$ cat src/rtl/seven_seg_capture.sv
// seven_seg_capture: reads a multiplexed 4-digit 7-segment bus (select + segments),
// waits for each digit pattern to settle, decodes it back to a 4-bit digit and
// publishes a full 4-digit frame once every digit has been seen.
// Optional feature: define SEG_CAPTURE_HEX_EN to also decode the A..F glyphs.
module seven_seg_capture #(
   parameter logic [3:0]  SETTLE     = 4'd8,
   parameter logic [19:0] TIMEOUT    = 20'd500000,
   parameter logic        ACTIVE_LOW = 1'b1
) (
   input  logic       clk,
   input  logic       reset,
   input  logic [3:0] select,
   input  logic [7:0] segments,
   output logic [3:0] a,
   output logic [3:0] b,
   output logic [3:0] c,
   output logic [3:0] d,
   output logic [3:0] dp,
   output logic [3:0] seg_err,
   output logic       frame_valid,
   output logic       stale
);

   // Synchronizer flops reset to the bus idle level so nothing looks lit after reset.
   localparam logic [11:0] IDLE_LVL = {12{ACTIVE_LOW}};

   logic [11:0]      sync1_q, sync1_d, sync2_q, sync2_d;
   logic [11:0]      bus;          // synced, active-high {select, dp, gfedcba}
   logic [11:0]      prev_q, prev_d;
   logic [3:0]       cnt_q, cnt_d;
   logic             match, one_hot, capture;
   logic [3:0]       dec_digit;
   logic             dec_err;
   logic [3:0][3:0]  hold_dig_q, hold_dig_d;
   logic [3:0]       hold_dp_q, hold_dp_d;
   logic [3:0]       hold_err_q, hold_err_d;
   logic [3:0]       mask_q, mask_d;
   logic             publish;
   logic [3:0][3:0]  out_dig_q, out_dig_d;
   logic [3:0]       out_dp_q, out_dp_d;
   logic [3:0]       out_err_q, out_err_d;
   logic             frame_valid_q, frame_valid_d;
   logic [19:0]      idle_q, idle_d;
   logic             stale_q, stale_d;

   // Input path: two-flop synchronizer, then normalise polarity to active-high.
   always_comb begin
      sync1_d = {select, segments};
      sync2_d = sync1_q;
      bus     = ACTIVE_LOW ? ~sync2_q : sync2_q;
   end

   // Stability tracking: count consecutive identical samples, capture exactly once per
   // stable period when SETTLE identical samples have been seen on a one-hot select.
   always_comb begin
      prev_d  = bus;
      match   = (bus == prev_q);
      one_hot = (bus[11:8] != 4'd0) && ((bus[11:8] & (bus[11:8] - 4'd1)) == 4'd0);
      if (!match)
         cnt_d = 4'd0;
      else if (cnt_q == SETTLE)
         cnt_d = SETTLE;
      else
         cnt_d = cnt_q + 4'd1;
      capture = match && (cnt_q == SETTLE - 4'd2) && one_hot;
   end

   // Glyph decode of the settled pattern; anything unrecognised reads as 0 with error.
   always_comb begin
      dec_digit = 4'd0;
      dec_err   = 1'b0;
      case (bus[6:0])
         7'h3F: dec_digit = 4'd0;
         7'h06: dec_digit = 4'd1;
         7'h5B: dec_digit = 4'd2;
         7'h4F: dec_digit = 4'd3;
         7'h66: dec_digit = 4'd4;
         7'h6D: dec_digit = 4'd5;
         7'h7D: dec_digit = 4'd6;
         7'h07: dec_digit = 4'd7;
         7'h7F: dec_digit = 4'd8;
         7'h6F: dec_digit = 4'd9;
`ifdef SEG_CAPTURE_HEX_EN
         7'h77: dec_digit = 4'hA;
         7'h7C: dec_digit = 4'hB;
         7'h39: dec_digit = 4'hC;
         7'h5E: dec_digit = 4'hD;
         7'h79: dec_digit = 4'hE;
         7'h71: dec_digit = 4'hF;
`endif
         default: dec_err = 1'b1;
      endcase
   end

   // Frame assembly: captures land in holding regs; a full mask publishes on the next
   // edge and restarts the mask, keeping any capture that lands in the publish cycle.
   always_comb begin
      hold_dig_d = hold_dig_q;
      hold_dp_d  = hold_dp_q;
      hold_err_d = hold_err_q;
      publish    = (mask_q == 4'hF);
      mask_d     = publish ? 4'h0 : mask_q;
      for (int i = 0; i < 4; i++) begin
         if (capture && bus[8+i]) begin
            hold_dig_d[i] = dec_digit;
            hold_dp_d[i]  = bus[7];
            hold_err_d[i] = dec_err;
            mask_d[i]     = 1'b1;
         end
      end
      out_dig_d     = publish ? hold_dig_q : out_dig_q;
      out_dp_d      = publish ? hold_dp_q  : out_dp_q;
      out_err_d     = publish ? hold_err_q : out_err_q;
      frame_valid_d = publish;
   end

   // Staleness: idle counter restarts on capture; stale sets on saturation and only a
   // publish clears it (publish wins a same-cycle timeout).
   always_comb begin
      if (capture)
         idle_d = 20'd0;
      else if (idle_q == TIMEOUT)
         idle_d = TIMEOUT;
      else
         idle_d = idle_q + 20'd1;
      if (publish)
         stale_d = 1'b0;
      else if (idle_d == TIMEOUT)
         stale_d = 1'b1;
      else
         stale_d = stale_q;
   end

   // State registers; reset discards any partial frame.
   always_ff @(posedge clk or posedge reset) begin
      if (reset) begin
         sync1_q       <= IDLE_LVL;
         sync2_q       <= IDLE_LVL;
         prev_q        <= '0;
         cnt_q         <= '0;
         hold_dig_q    <= '0;
         hold_dp_q     <= '0;
         hold_err_q    <= '0;
         mask_q        <= '0;
         out_dig_q     <= '0;
         out_dp_q      <= '0;
         out_err_q     <= '0;
         frame_valid_q <= 1'b0;
         idle_q        <= '0;
         stale_q       <= 1'b1;
      end else begin
         sync1_q       <= sync1_d;
         sync2_q       <= sync2_d;
         prev_q        <= prev_d;
         cnt_q         <= cnt_d;
         hold_dig_q    <= hold_dig_d;
         hold_dp_q     <= hold_dp_d;
         hold_err_q    <= hold_err_d;
         mask_q        <= mask_d;
         out_dig_q     <= out_dig_d;
         out_dp_q      <= out_dp_d;
         out_err_q     <= out_err_d;
         frame_valid_q <= frame_valid_d;
         idle_q        <= idle_d;
         stale_q       <= stale_d;
      end
   end

   assign a           = out_dig_q[0];
   assign b           = out_dig_q[1];
   assign c           = out_dig_q[2];
   assign d           = out_dig_q[3];
   assign dp          = out_dp_q;
   assign seg_err     = out_err_q;
   assign frame_valid = frame_valid_q;
   assign stale       = stale_q;

endmodule
$ cat config.mk
export PLATFORM = sky130hd
export DESIGN_NAME = seven_seg_capture
export DESIGN_NICKNAME = d
export VERILOG_FILES = /design/src/rtl/seven_seg_capture.sv
export SDC_FILE = /design/constraint.sdc
export NUM_CORES = 1
export LEC_CHECK = 0
export ABC_AREA = 1
export CAP_MARGIN = 20
export CORE_MARGIN = 1.5
export CORE_UTILIZATION = 40
export CTS_CLUSTER_SIZE = 20
export DETAILED_ROUTE_END_ITERATION = 16
export GPL_TIMING_DRIVEN = 0
export HOLD_SLACK_MARGIN = 0.1
export SLEW_MARGIN = 5
export SYNTH_ARGS = -nofsm -noshare
export SYNTH_HDL_FRONTEND = slang
export SYNTH_SLANG_ARGS = --single-unit
$ cat constraint.sdc
create_clock -name clk -period 8.55 [get_ports clk]
set_input_delay 1.2825 -clock clk [delete_from_list [all_inputs] [get_ports clk]]
set_output_delay 1.2825 -clock clk [all_outputs]
set_load 0.02 [all_outputs]
======== After elaboration in Yosys (flattened, before gate mapping) ========
Index checks and enable logic that the tools add are counted.
Widths: inputs -> output; s select.
word-level totals
  logic and storage cells ................. 78
  memories ................................ 0
  bits in latches ......................... 0
  input bits .............................. 14
  register bits after elaboration ......... 114
  bits in writable memories ............... 0
  ROM bits ................................ 0
operators by class
  reduce and logical (&&, ||, !) cells .... 15
  magnitude comparators ................... 0
  bitwise operators ....................... 2
  mux-type cells .......................... 13
  add/sub/neg operators ................... 3
  div/mod/pow operators ................... 0
  multipliers ............................. 0
  shift-type cells ........................ 0
  equal/unequal tests ..................... 16
operators by type and width
  cell                   count
  $eq 7x7->1 const B     7
  $eq 20x19->1 const B   2
  $mux 20                2
  $pmux 4 s9             1
  $add 20x1->20 const B  1
  $eq 7x3->1 const B     2
  $eq 12x12->1           1
  $mux 4                 3
  $not 12->12            1
  $reduce_bool 2->1      5
  $reduce_or 10->1       1
  $eq 4x4->1 const B     2
  $eq 7x6->1 const B     1
  $logic_and 1x1->1      7
  $mux 1                 7
  $add 4x1->4 const B    1
  $and 4x4->4            1
  $eq 4x3->1 const B     1
  $logic_not 4->1        1
  $reduce_bool 4->1      1
  $sub 4x1->4 const B    1

======== Logic depth before layout (Yosys ltp) ========
Gate-level depths: netlist of run 1.
  word-level depth ........................ 10
  depth in mapped cells ................... 13
  depth with buffers taken out ............ 13

======== Worst setup path before layout of run 1 ========
No wires, ideal clock.
  kind .................................... register to output
  from .................................... reg stale_q (netlist: stale)
  to ...................................... out stale
  cell stages (with the launch flop) ...... 1
  arrival ................................. 0.563 ns
  setup slack ............................. 6.705 ns
  buffers on the path ..................... 0
  cell sequence ........................... dfstp_2
RTL lines
  what                    line  RTL
  from (decl)             44    logic stale_q, stale_d;
  from (signal assigned)  165   stale_q <= stale_d;
  to (decl)               21    output logic stale
No word-level cell between the ends.

======== Worst setup path in the final report of run 1 ========
  from .................................... reg stale_q (netlist: stale)
  to ...................................... out stale
No word-level cell between the ends.

==> out/metrics.cfg, run 1 <==
[global_route]
antenna_found_initial = 0
gr-total-overflow = 0
grt_max_degree = 66
grt_pass1_wl_um = 17020
grt_usage_pct = 16.97
grt_pass1_vias = 3590

[timing]
slew_headroom_pct = 28.32
fin_crit_sh_pct = 32.79
rsz0062_at_grt = no
tns_ns = 0
fmax_mhz = 356.7
final.setup_skew_ns = 0.005416
tightest_slew_ns = 1.068
fin_crit_ns = 2.804
setup_slack_ns = 5.746
setup_violations = 0
slew_viol_final = 0
hold_viol = 0

[yosys]
netlist_area_mm2 = 0.005029
yosysWarnings = 0
synth_seq_cells = 114
synth_cell_types = 37
synth-edff-count = 0
yosysMostFrequentCell = nand2_1
synth_top_area_share_pct = 44.29
ys_seq_area_share_pct = 57.35
synth_top_cell_by_area = dfrtp_1
syn_inst = 541
synthFlopType = dfrtp_1
synthArstFlopShare_pct = 100.0
yosys-top-cells-count = nand2_1 (137), dfrtp_1 (89), nor2_1 (62)
synthTopCellsByArea = dfrtp_1 (44%), dfstp_2 (13%), nand2_1 (10%), mux2_2 (5.4%), nor2_1 (4.6%)
avgSynthCellArea_um2 = 9.295
synth_fp_nets = 560

[worst_setup_path]
required_ns = 7.27
end_kind = primary output
path_cells = clkdlybuf4s50_1
worstSetupPathType = reg2out
worst-path-stages = 1
worst_path_largest_cell_delay_ns = 0.59
cp_slowest_cell = clkdlybuf4s50_1
crit_buf_inv = 1
cp.arrival_ns = 1.52
critPathMaxFanout = 2
path_delay_family = buffers and inverters
reg2reg_depth = 12
startpoint_type = flop

[die]
io_pins = 40
coreArea_mm2 = 0.01216
dieArea_mm2 = 0.01325
row_count = 40
die-width_um = 115.1
die_y_um = 115.1
initial_core_util_pct = 41.35

[cts]
hold_buffers = 0
cts_setup_buffers = 0
cts.sinks = 114
cts_tree = done
cts_root_buf = clkbuf_16
cts_buffers = 17
clk_pin_slew_ns = 0.05
clk-insertion-delay-late_ns = 0.41
clock_path_buffers = 2
cts_resized = 0
h-tree-depth = 4

[placed_design]
dp_hpwl_um = 6896
io_buffers = 39
place_ws_ns = 6.083
gp_congestion = 0.8220

[routing]
wl_per_cell_um = 12.53
detail-route-antenna-nets = 0
drc = 0
wl_met1_um = 4778
vias = 3640
drt_iter0_markers = 167
top_layer = met4
viasPerCell = 4.661
firstDrtPassIters = 5
dr_wl_met2_um = 4470
drt_wl_total_um = 9785
met3_length_um = 426

[power_and_ir_drop]
power_density_mw_per_mm2 = 196.0
vdd_drop_max_mv = 0.1906
leakage_nw = 2.933

[layout]
area_delta_synth_final_pct = 22.97
n_antenna_cell = 0
drive_gt1_share_pct = 18.76
fillCellCount = 1141
final_net_count = 619

[job]
cap_violations = 0

[worst_hold_path]
hold_depth = 0
worst_hold_path_type = reg2reg

[status]
outcome = finished, final reports clean

[through the flow]
| step | instance area [um^2] | cells | utilization (%) | power, W | hold WS [ns] |
|---|---|---|---|---|---|
| floorplan | 5029 | 541 | - | 0.0005923 | 0.3452 |
| global placement | 5629 | 748 | 46.29 | 0.0006058 | 0.3461 |
| detailed placement | 5662 | 749 | 46.55 | 0.0006091 | 0.3472 |
| CTS | 6183 | 781 | 50.84 | 0.001228 | 0.3545 |
| global route | 6183 | 781 | 50.84 | 0.001261 | 0.3518 |
| finish | 6183 | 781 | 50.84 | 0.001212 | 0.3540 |
[cell families after synthesis]
logic type,synth area share [%]
simple gates,23.26
flops,57.35
buf+inv,6.643
compound gates,4.554
mux,5.374
xor+xnor,1.568
fa+ha+maj,1.244
[routing by layer]
layer / global-route usage [%] / vias up
met4: 6.091 / 0
met5: 0 / -
li1: - / 1843
met1: 22.83 / 1715
met3: 6.484 / 10
met2: 25.12 / 72
[cells in the final DEF (no fill, tap or decap), types with 4 or more instances in the layout]
cell             netlist  routed
nand4_1                9       9
clkinvlp_4             0       7
dfstp_2               25      25
nand3_1               24      24
buf_6                  4       4
ha_1                   5       5
inv_2                 11      11
mux2_2                24      24
nor2_2                 4       4
dfrtp_1               89      89
inv_1                 59      58
clkinv_2               0       7
nor3_1                12      12
o21ai_1               16      16
xor2_1                 6       6
nor2_1                62      62
a21oi_1                5       5
o21ai_0               18      18
clkdlybuf4s50_1        0      39
clkbuf_16              0      17
nand2_1              137     137
[area by class of cell]
cell class | instances | area [um^2] | share of cell area, %
Sequential cell | 114 | 2884 | 46.64
Multi-Input combinational cell | 348 | 1810 | 29.28
Clock buffer | 17 | 425.4 | 6.880
Timing Repair Buffer | 40 | 417.9 | 6.758
Inverter | 72 | 280.3 | 4.533
Tap cell | 168 | 210.2 | 3.399
Clock inverter | 15 | 96.34 | 1.558
Buffer | 7 | 58.81 | 0.9510
[path summary, 6_finish.rpt]
check                      slack [ns]                 start                         end
setup / recovery                 5.75     stale$_DFFE_PP1P_                       stale
hold / removal                   0.35  sync1_q[1]$_DFF_PP1_        sync2_q[1]$_DFF_PP1_
setup reg to reg                 6.37    cnt_q[0]$_DFF_PP0_           stale$_DFFE_PP1P_
hold reg to reg                  0.35  sync1_q[1]$_DFF_PP1_        sync2_q[1]$_DFF_PP1_
max in group asynchronous        6.57                 reset        sync2_q[2]$_DFF_PP1_
min in group asynchronous        1.27                 reset  hold_dig_q[11]$_DFFE_PP0P_
[sequential cells by signal, indices dropped and copies added, names as in the netlist]
| register | flops |
|---|---|
| sync1_q | 12 |
| stale | 1 |
| dp | 4 |
| frame_valid | 1 |
| cnt_q | 4 |
| b | 4 |
| seg_err | 4 |
| hold_err_q | 4 |
| prev_q | 12 |
| mask_q | 4 |
| idle_q | 20 |
| sync2_q | 12 |
| a | 4 |
| hold_dig_q | 16 |
| d | 4 |
| hold_dp_q | 4 |
| c | 4 |
[power breakdown]
group,total [W],switching [W],internal (W),leakage (nW)
registers,0.000561,0.00000707,0.000554,1.46
logic,0.0000383,0.0000251,0.0000132,1.23
clock network,0.000613,0.000249,0.000364,0.242
total,0.00121,0.000281,0.000931,2.93
Power figures use the tool's default switching activity.
==> inputs of run 2 (changes only) <==
Clock period 8.55 ns to 2.9 ns, I/O delays scaled along.
==> run 2 against run 1 <==
Compared with the run above:
- final cell count rose by 0.26%
- clock skew rose by 0.0012 ns
- sequential cell count did not move
- non-clock buffer count rose by 2
- hold slack got worse by 0.0019 ns
- first-iteration DRC count rose by 23%
- worst setup slack got worse by 5.1 ns
- register-to-register slack got worse by 5.7 ns
- sequential power rose to 2.9 times the previous value
- global-route usage fell by 0.12 points
==> out/metrics.cfg, run 2 (same netlist as run 1, synthesis figures left out) <==
[routing]
wl_per_cell_um = 12.62  ; was 12.53 um
viasPerCell = 4.662  ; was 4.661
firstDrtPassIters = 4  ; was 5
detail-route-antenna-nets = 0  ; unchanged
drt_iter0_markers = 205  ; was 167
vias = 3650  ; was 3640
drc = 0  ; unchanged
drt_wl_total_um = 9879  ; was 9785 um

[power_and_ir_drop]
vdd_drop_max_mv = 0.4903  ; was 0.1906 mV
p_clk_share_pct = 55.7  ; was 50.6%
combPwrFrac_pct = 3.0  ; was 3.2%
switching_share_pct = 19.75  ; was 23.19%
seqPwrFrac_pct = 41.3  ; was 46.3%
switchingPower_w = 0.0007915  ; was 0.0002810 W
power_density_mw_per_mm2 = 632.4  ; was 196.0 mW/mm^2
leakage_nw = 3.012  ; was 2.933 nW
p_int_w = 0.003215  ; was 0.0009308 W

[cts]
cts.sinks = 114  ; unchanged
cts_setup_buffers = 0  ; unchanged
cts_root_buf = clkbuf_16  ; unchanged
cts_tree = done  ; unchanged
cts_resized = 0  ; unchanged
hold_buffers = 0  ; unchanged
cts_buffers = 17  ; unchanged
clk-insertion-delay-late_ns = 0.41  ; about the same
clk_pin_slew_ns = 0.05  ; about the same
clock_path_buffers = 2  ; unchanged
h-tree-depth = 4  ; unchanged

[global_route]
grt_pass1_wl_um = 17080  ; was 17020 um
gr-total-overflow = 0  ; unchanged
antenna_found_initial = 0  ; unchanged
grt_max_degree = 42  ; was 66
grt_usage_pct = 16.84  ; was 16.97%
grt_pass1_vias = 3708  ; was 3590

[status]
outcome = finished, final reports clean  ; unchanged

[placed_design]
place_ws_ns = 0.6710  ; was 6.083 ns
placed_area_mm2 = 0.005700  ; was 0.005662 mm^2
io_buffers = 39  ; unchanged
dp_hpwl_um = 7067  ; was 6896 um
gp_congestion = 0.8324  ; was 0.8220

[worst_setup_path]
required_ns = 3.23  ; was 7.27 ns
end_kind = flop  ; was primary output
critPathMaxFanout = 10  ; was 2
reg2reg_slack_ns = 0.65  ; was 6.37 ns
reg2reg_depth = 12  ; unchanged
r2r_end = stale$_DFFE_PP1P_  ; unchanged
crit_end = stale$_DFFE_PP1P_  ; was stale
crit_start = cnt_q[0]$_DFF_PP0_  ; was stale$_DFFE_PP1P_
startpoint_type = flop  ; unchanged
cp.arrival_ns = 2.58  ; was 1.52 ns
worstSetupPathType = reg2reg  ; was reg2out
r2r_start = cnt_q[0]$_DFF_PP0_  ; unchanged

[die]
die-width_um = 115.1  ; unchanged
die_y_um = 115.1  ; unchanged
row_count = 40  ; unchanged
initial_core_util_pct = 41.35  ; unchanged
io_pins = 40  ; unchanged
coreArea_mm2 = 0.01216  ; unchanged
dieArea_mm2 = 0.01325  ; unchanged

[layout]
top_register = idle_q  ; unchanged
area_delta_synth_final_pct = 26.00  ; was 22.97%
stdcell_area_mm2 = 0.006336  ; was 0.006183 mm^2
fin_util_pct = 52.10  ; was 50.84%
layout_common_cells = nand2_1 (137), dfrtp_1 (89), nor2_1 (62), inv_1 (58), clkdlybuf4s50_1 (39)  ; unchanged
final_net_count = 621  ; was 619
final_common_cell = nand2_1  ; unchanged
fillCellCount = 1095  ; was 1141
drive_gt1_share_pct = 18.54  ; was 18.76%
largest_register_ffs = 20  ; unchanged
n_antenna_cell = 0  ; unchanged
top_regs = idle_q x20, hold_dig_q x16  ; unchanged

[timing]
final.setup_skew_ns = 0.006610  ; was 0.005416 ns
slew_headroom_pct = 33.62  ; was 28.32%
tightest_slew_ns = 0.9889  ; was 1.068 ns
fin_crit_ns = 2.252
fin_crit_sh_pct = 77.64
setup_slack_ns = 0.6484  ; was 5.746 ns
slew_viol_final = 0  ; unchanged
setup_violations = 0  ; unchanged
hold_viol = 0  ; unchanged
tns_ns = 0  ; unchanged
fmax_mhz = 444.1
rsz0062_at_grt = no  ; unchanged

[worst_hold_path]
hp-start = sync1_q[8]$_DFF_PP1_  ; was sync1_q[1]$_DFF_PP1_
worst_hold_path_type = reg2reg  ; unchanged

[job]
cap_violations = 0  ; unchanged

## run 2: changes by cell type in the layout (fill, tap and decap cells not counted), sizes merged
cell / change
bufinv: +5
clkinv: -4
buf: +2
inv: -1
clkbuf: +4
clkinvlp: -4
## run 2: worst max-delay path, stage by stage (launching register included)
cell     delay, ns
dfrtp_1       0.39
inv_1         0.11
ha_1          0.16
inv_1         0.04
nor3_1        0.29
nand2_1       0.11
nor2_2        0.19
nand4_4       0.21
o21ai_0       0.14
nand2_1       0.10
nor2_1        0.16
nand4_1       0.12
a21oi_1       0.14
## run 2: stage by stage
| step | hold WS [ns] | std cells | power [W] |
|---|---|---|---|
| after floorplan | 0.3452 | 541 | 0.001747 |
| after global placement | 0.3461 | 748 | 0.001787 |
| after detailed placement | 0.3468 | 751 | 0.001802 |
| after CTS | 0.3521 | 783 | 0.004065 |
| after global routing | 0.3564 | 783 | 0.004155 |
| final | 0.3521 | 783 | 0.004007 |
## run 2: per-layer routing
metal  track usage [%]  wire length (um)  vias up
met2             26.39              4647       55
met3             5.746               375        8
li1                  -                 -     1851
met4             5.844                88        0
met5                 0                 0        -
met1             21.93              4767     1736
## run 2: power groups by stage
stage / combinational, W / sequential, W / clock (W)
after CTS: 0.000124 / 0.00165 / 0.00229
after global placement: 0.000108 / 0.00168 / 0
after global routing: 0.000140 / 0.00166 / 0.00236
final: 0.000120 / 0.00165 / 0.00223
after floorplan: 0.0000734 / 0.00167 / 0
after detailed placement: 0.000123 / 0.00168 / 0
## run 2: layout make-up
cell class	count	area (um^2)	area share (%)
tap	168	210.2	3.318
clock buffer	21	450.4	7.109
sequential	114	2884	45.52
multi-input combinational	348	1810	28.57
inverter	72	279.0	4.404
buffer	7	58.81	0.9281
timing repair buffer	42	457.9	7.227
clock inverter	11	185.2	2.923
## run 2: worst min path at each step
| stage | endpoint | slack (ns) | cells past startpoint |
|---|---|---|---|
| floorplan | sync2_q[0]$_DFF_PP1_ | 0.35 | 0 |
| global placement | sync2_q[2]$_DFF_PP1_ | 0.35 | 0 |
| detailed placement | sync2_q[5]$_DFF_PP1_ | 0.35 | 0 |
| CTS | sync2_q[8]$_DFF_PP1_ | 0.35 | 0 |
| global route | sync2_q[5]$_DFF_PP1_ | 0.36 | 0 |
| finish | sync2_q[8]$_DFF_PP1_ | 0.35 | 0 |
==> inputs of run 3 (changes only) <==
Clock period 2.9 ns to 1.9 ns, I/O delays scaled along.
==> run 3 against run 2 <==
Compared with the run above:
- the flow now finishes with violations (negative setup slack)
- die area unchanged
- sequential power grew 53%
- clock power grew 53%
- critical path depth decreased by 1
- combinational power up 84%
- final cell count rose by 2.3%
- largest power group unchanged
==> out/metrics.cfg, run 3 (same netlist as run 1, synthesis figures left out) <==
[routing]
drt_wl_total_um = 10520  ; was 9879 um
drc = 0  ; unchanged
wl_per_cell_um = 13.13  ; was 12.62 um
viasPerCell = 4.743  ; was 4.662
detail-route-antenna-nets = 0  ; unchanged
firstDrtPassIters = 5  ; was 4
vias = 3799  ; was 3650
drt_iter0_markers = 186  ; was 205

[layout]
top_register = idle_q  ; unchanged
n_antenna_cell = 0  ; unchanged
top_regs = idle_q x20, hold_dig_q x16  ; unchanged
area_delta_synth_final_pct = 32.40  ; was 26.00%
final_net_count = 639  ; was 621
drive_gt1_share_pct = 26.07  ; was 18.54%
instances_no_fill = 801  ; was 783
layout_common_cells = nand2_1 (129), dfrtp_1 (89), inv_1 (56), nor2_1 (51), clkdlybuf4s50_1 (39)  ; was nand2_1 (137), dfrtp_1 (89), nor2_1 (62), inv_1 (58), clkdlybuf4s50_1 (39)
fillCellCount = 1056  ; was 1095
final_common_cell = nand2_1  ; unchanged
largest_register_ffs = 20  ; unchanged

[global_route]
grt_pass1_vias = 3786  ; was 3708
antenna_found_initial = 0  ; unchanged
grt_usage_pct = 17.51  ; was 16.84%
gr-total-overflow = 0  ; unchanged
grt_max_degree = 42  ; unchanged
grt_pass1_wl_um = 17680  ; was 17080 um

[die]
row_count = 40  ; unchanged
die-width_um = 115.1  ; unchanged
initial_core_util_pct = 41.35  ; unchanged
io_pins = 40  ; unchanged
die_y_um = 115.1  ; unchanged
dieArea_mm2 = 0.01325  ; unchanged
coreArea_mm2 = 0.01216  ; unchanged

[cts]
cts_buffers = 17  ; unchanged
clk-insertion-delay-late_ns = 0.41  ; about the same
hold_buffers = 0  ; unchanged
clock_path_buffers = 2  ; unchanged
clk_pin_slew_ns = 0.05  ; about the same
cts_root_buf = clkbuf_16  ; unchanged
cts.sinks = 114  ; unchanged
cts_tree = done  ; unchanged
h-tree-depth = 4  ; unchanged

[worst_setup_path]
cp.arrival_ns = 2.26  ; was 2.58 ns
reg2reg_slack_ns = -0.03  ; was 0.65 ns
required_ns = 2.23  ; was 3.23 ns
reg2reg_depth = 11  ; was 12
r2r_start = sync2_q[4]$_DFF_PP1_  ; was cnt_q[0]$_DFF_PP0_
worst-path-stages = 11  ; was 12
worst_path_largest_cell_delay_ns = 0.59  ; was 0.39 ns
startpoint_type = flop  ; unchanged
crit_buf_inv = 1  ; was 2
worstSetupPathType = reg2reg  ; unchanged
critPathMaxFanout = 6  ; was 10
r2r_end = stale$_DFFE_PP1P_  ; unchanged
path_cells = nor2_2 > nor2_2 > nand2_1 > nor2_4 > nand4_4 > buf_6 > nand2_2 > nand2_1 > nor2_1 > nand4_1 > a21oi_1  ; was inv_1 > ha_1 > inv_1 > nor3_1 > nand2_1 > nor2_2 > nand4_4 > o21ai_0 > nand2_1 > nor2_1 > nand4_1 > a21oi_1
path_delay_family = simple AND/OR/NAND/NOR gates  ; unchanged
cp_slowest_cell = dfstp_2  ; was dfrtp_1
end_kind = flop  ; unchanged

[timing]
slew_headroom_pct = 59.19  ; was 33.62%
fin_crit_sh_pct = 101.4  ; was 77.64%
slew_viol_final = 0  ; unchanged
setup_violations = 1  ; was 0
hold_viol = 0  ; unchanged
fin_crit_ns = 1.927  ; was 2.252 ns
rsz0062_at_grt = yes  ; was no
setup_slack_ns = -0.02684  ; was 0.6484 ns
tightest_slew_ns = 0.6121  ; was 0.9889 ns
final.setup_skew_ns = 0.007028  ; was 0.006610 ns
fin_hold_ws_ns = 0.2599  ; was 0.3521 ns
fmax_mhz = 519.0  ; was 444.1 MHz

[power_and_ir_drop]
vdd_drop_max_mv = 0.7471  ; was 0.4903 mV
p_int_w = 0.004922  ; was 0.003215 W
switching_share_pct = 20.15  ; was 19.75%
power_density_mw_per_mm2 = 926.0  ; was 632.4 mW/mm^2
leakage_nw = 3.152  ; was 3.012 nW
combPwrFrac_pct = 3.6  ; was 3.0%
seqPwrFrac_pct = 40.9  ; was 41.3%
switchingPower_w = 0.001242  ; was 0.0007915 W
p_clk_share_pct = 55.5  ; was 55.7%

[status]
outcome = finished, violations left  ; was finished, final reports clean
violations = negative setup slack

[worst_hold_path]
worst_hold_path_type = in2async  ; was reg2reg

[placed_design]
gp_congestion = 0.8324  ; unchanged
dp_hpwl_um = 7067  ; unchanged
place_inst = 751  ; unchanged
io_buffers = 39  ; unchanged
place_ws_ns = -0.3290  ; was 0.6710 ns

[job]
cap_violations = 0  ; unchanged

-- run 3: per-layer routing --
metal	share of wire, %	vias to the layer above	GRT usage (%)
li1	-	1890	-
met1	47	1817	22.50
met2	47	68	27.46
met3	4.3	24	5.957
met4	2.2	0	6.749
met5	0	-	0
-- run 3: cell type report --
| type | count | area (um^2) | area share (%) |
|---|---|---|---|
| plain buffers | 7 | 58.81 | 0.8833 |
| clock buffers | 21 | 450.4 | 6.766 |
| clock inverters | 11 | 185.2 | 2.781 |
| inverters | 72 | 281.5 | 4.229 |
| multi-input cells | 349 | 1998 | 30.01 |
| flip-flops and latches | 114 | 2884 | 43.32 |
| well taps | 168 | 210.2 | 3.157 |
| repair buffers | 59 | 589.3 | 8.852 |
-- run 3: worst max path at each step --
| stage | from | to | slack (ns) |
|---|---|---|---|
| 3_5_place_dp | cnt_q[0]$_DFF_PP0_ | stale$_DFFE_PP1P_ | -0.33 |
| 4_1_cts | cnt_q[0]$_DFF_PP0_ | stale$_DFFE_PP1P_ | -0.05 |
| 2_1_floorplan | sync2_q[4]$_DFF_PP1_ | hold_dig_q[5]$_DFFE_PP0P_ | 0.21 |
| 3_3_place_gp | reset | hold_dp_q[3]$_DFFE_PP0P_ | -0.82 |
| 6_report | sync2_q[4]$_DFF_PP1_ | stale$_DFFE_PP1P_ | -0.03 |
| 5_1_grt | sync2_q[3]$_DFF_PP1_ | stale$_DFFE_PP1P_ | -0.20 |
-- run 3: worst reg2reg max path: stages, from the launching register on --
cell and delay, ns:
dfstp_2 0.59, nor2_2 0.05, nor2_2 0.13, nand2_1 0.10
nor2_4 0.13, nand4_4 0.22, buf_6 0.19, nand2_2 0.05
nand2_1 0.05, nor2_1 0.09, nand4_1 0.12, a21oi_1 0.14
-- run 3: power groups by stage --
stage / Sequential [W] / Clock (W) / Combinational (W)
after CTS: 0.00252 / 0.00349 / 0.000212
after global placement: 0.00256 / 0 / 0.000165
final: 0.00252 / 0.00342 / 0.000221
after floorplan: 0.00255 / 0 / 0.000112
after detailed placement: 0.00256 / 0 / 0.000187
after global routing: 0.00253 / 0.00360 / 0.000252
-- run 3: what timing repair did --
action,4_1_cts,5_1_grt
gates resized for setup,28,22
endpoints found under the setup margin,39,38
gates cloned,1,0
pin swaps,11,17
buffers inserted,14,3
endpoints found under the hold margin,0,0
-- run 3: stage by stage --
| step | cell area, um^2 | utilization, % | total power [W] | setup TNS (ns) |
|---|---|---|---|---|
| floorplan | 5032 | - | 0.002666 | 0 |
| global placement | 5633 | 46.32 | 0.002727 | -84.53 |
| detailed placement | 5700 | 46.87 | 0.002751 | -4.769 |
| CTS | 6565 | 53.98 | 0.006225 | -0.05646 |
| global route | 6658 | 54.74 | 0.006380 | -1.804 |
| finish | 6658 | 54.74 | 0.006165 | -0.02684 |
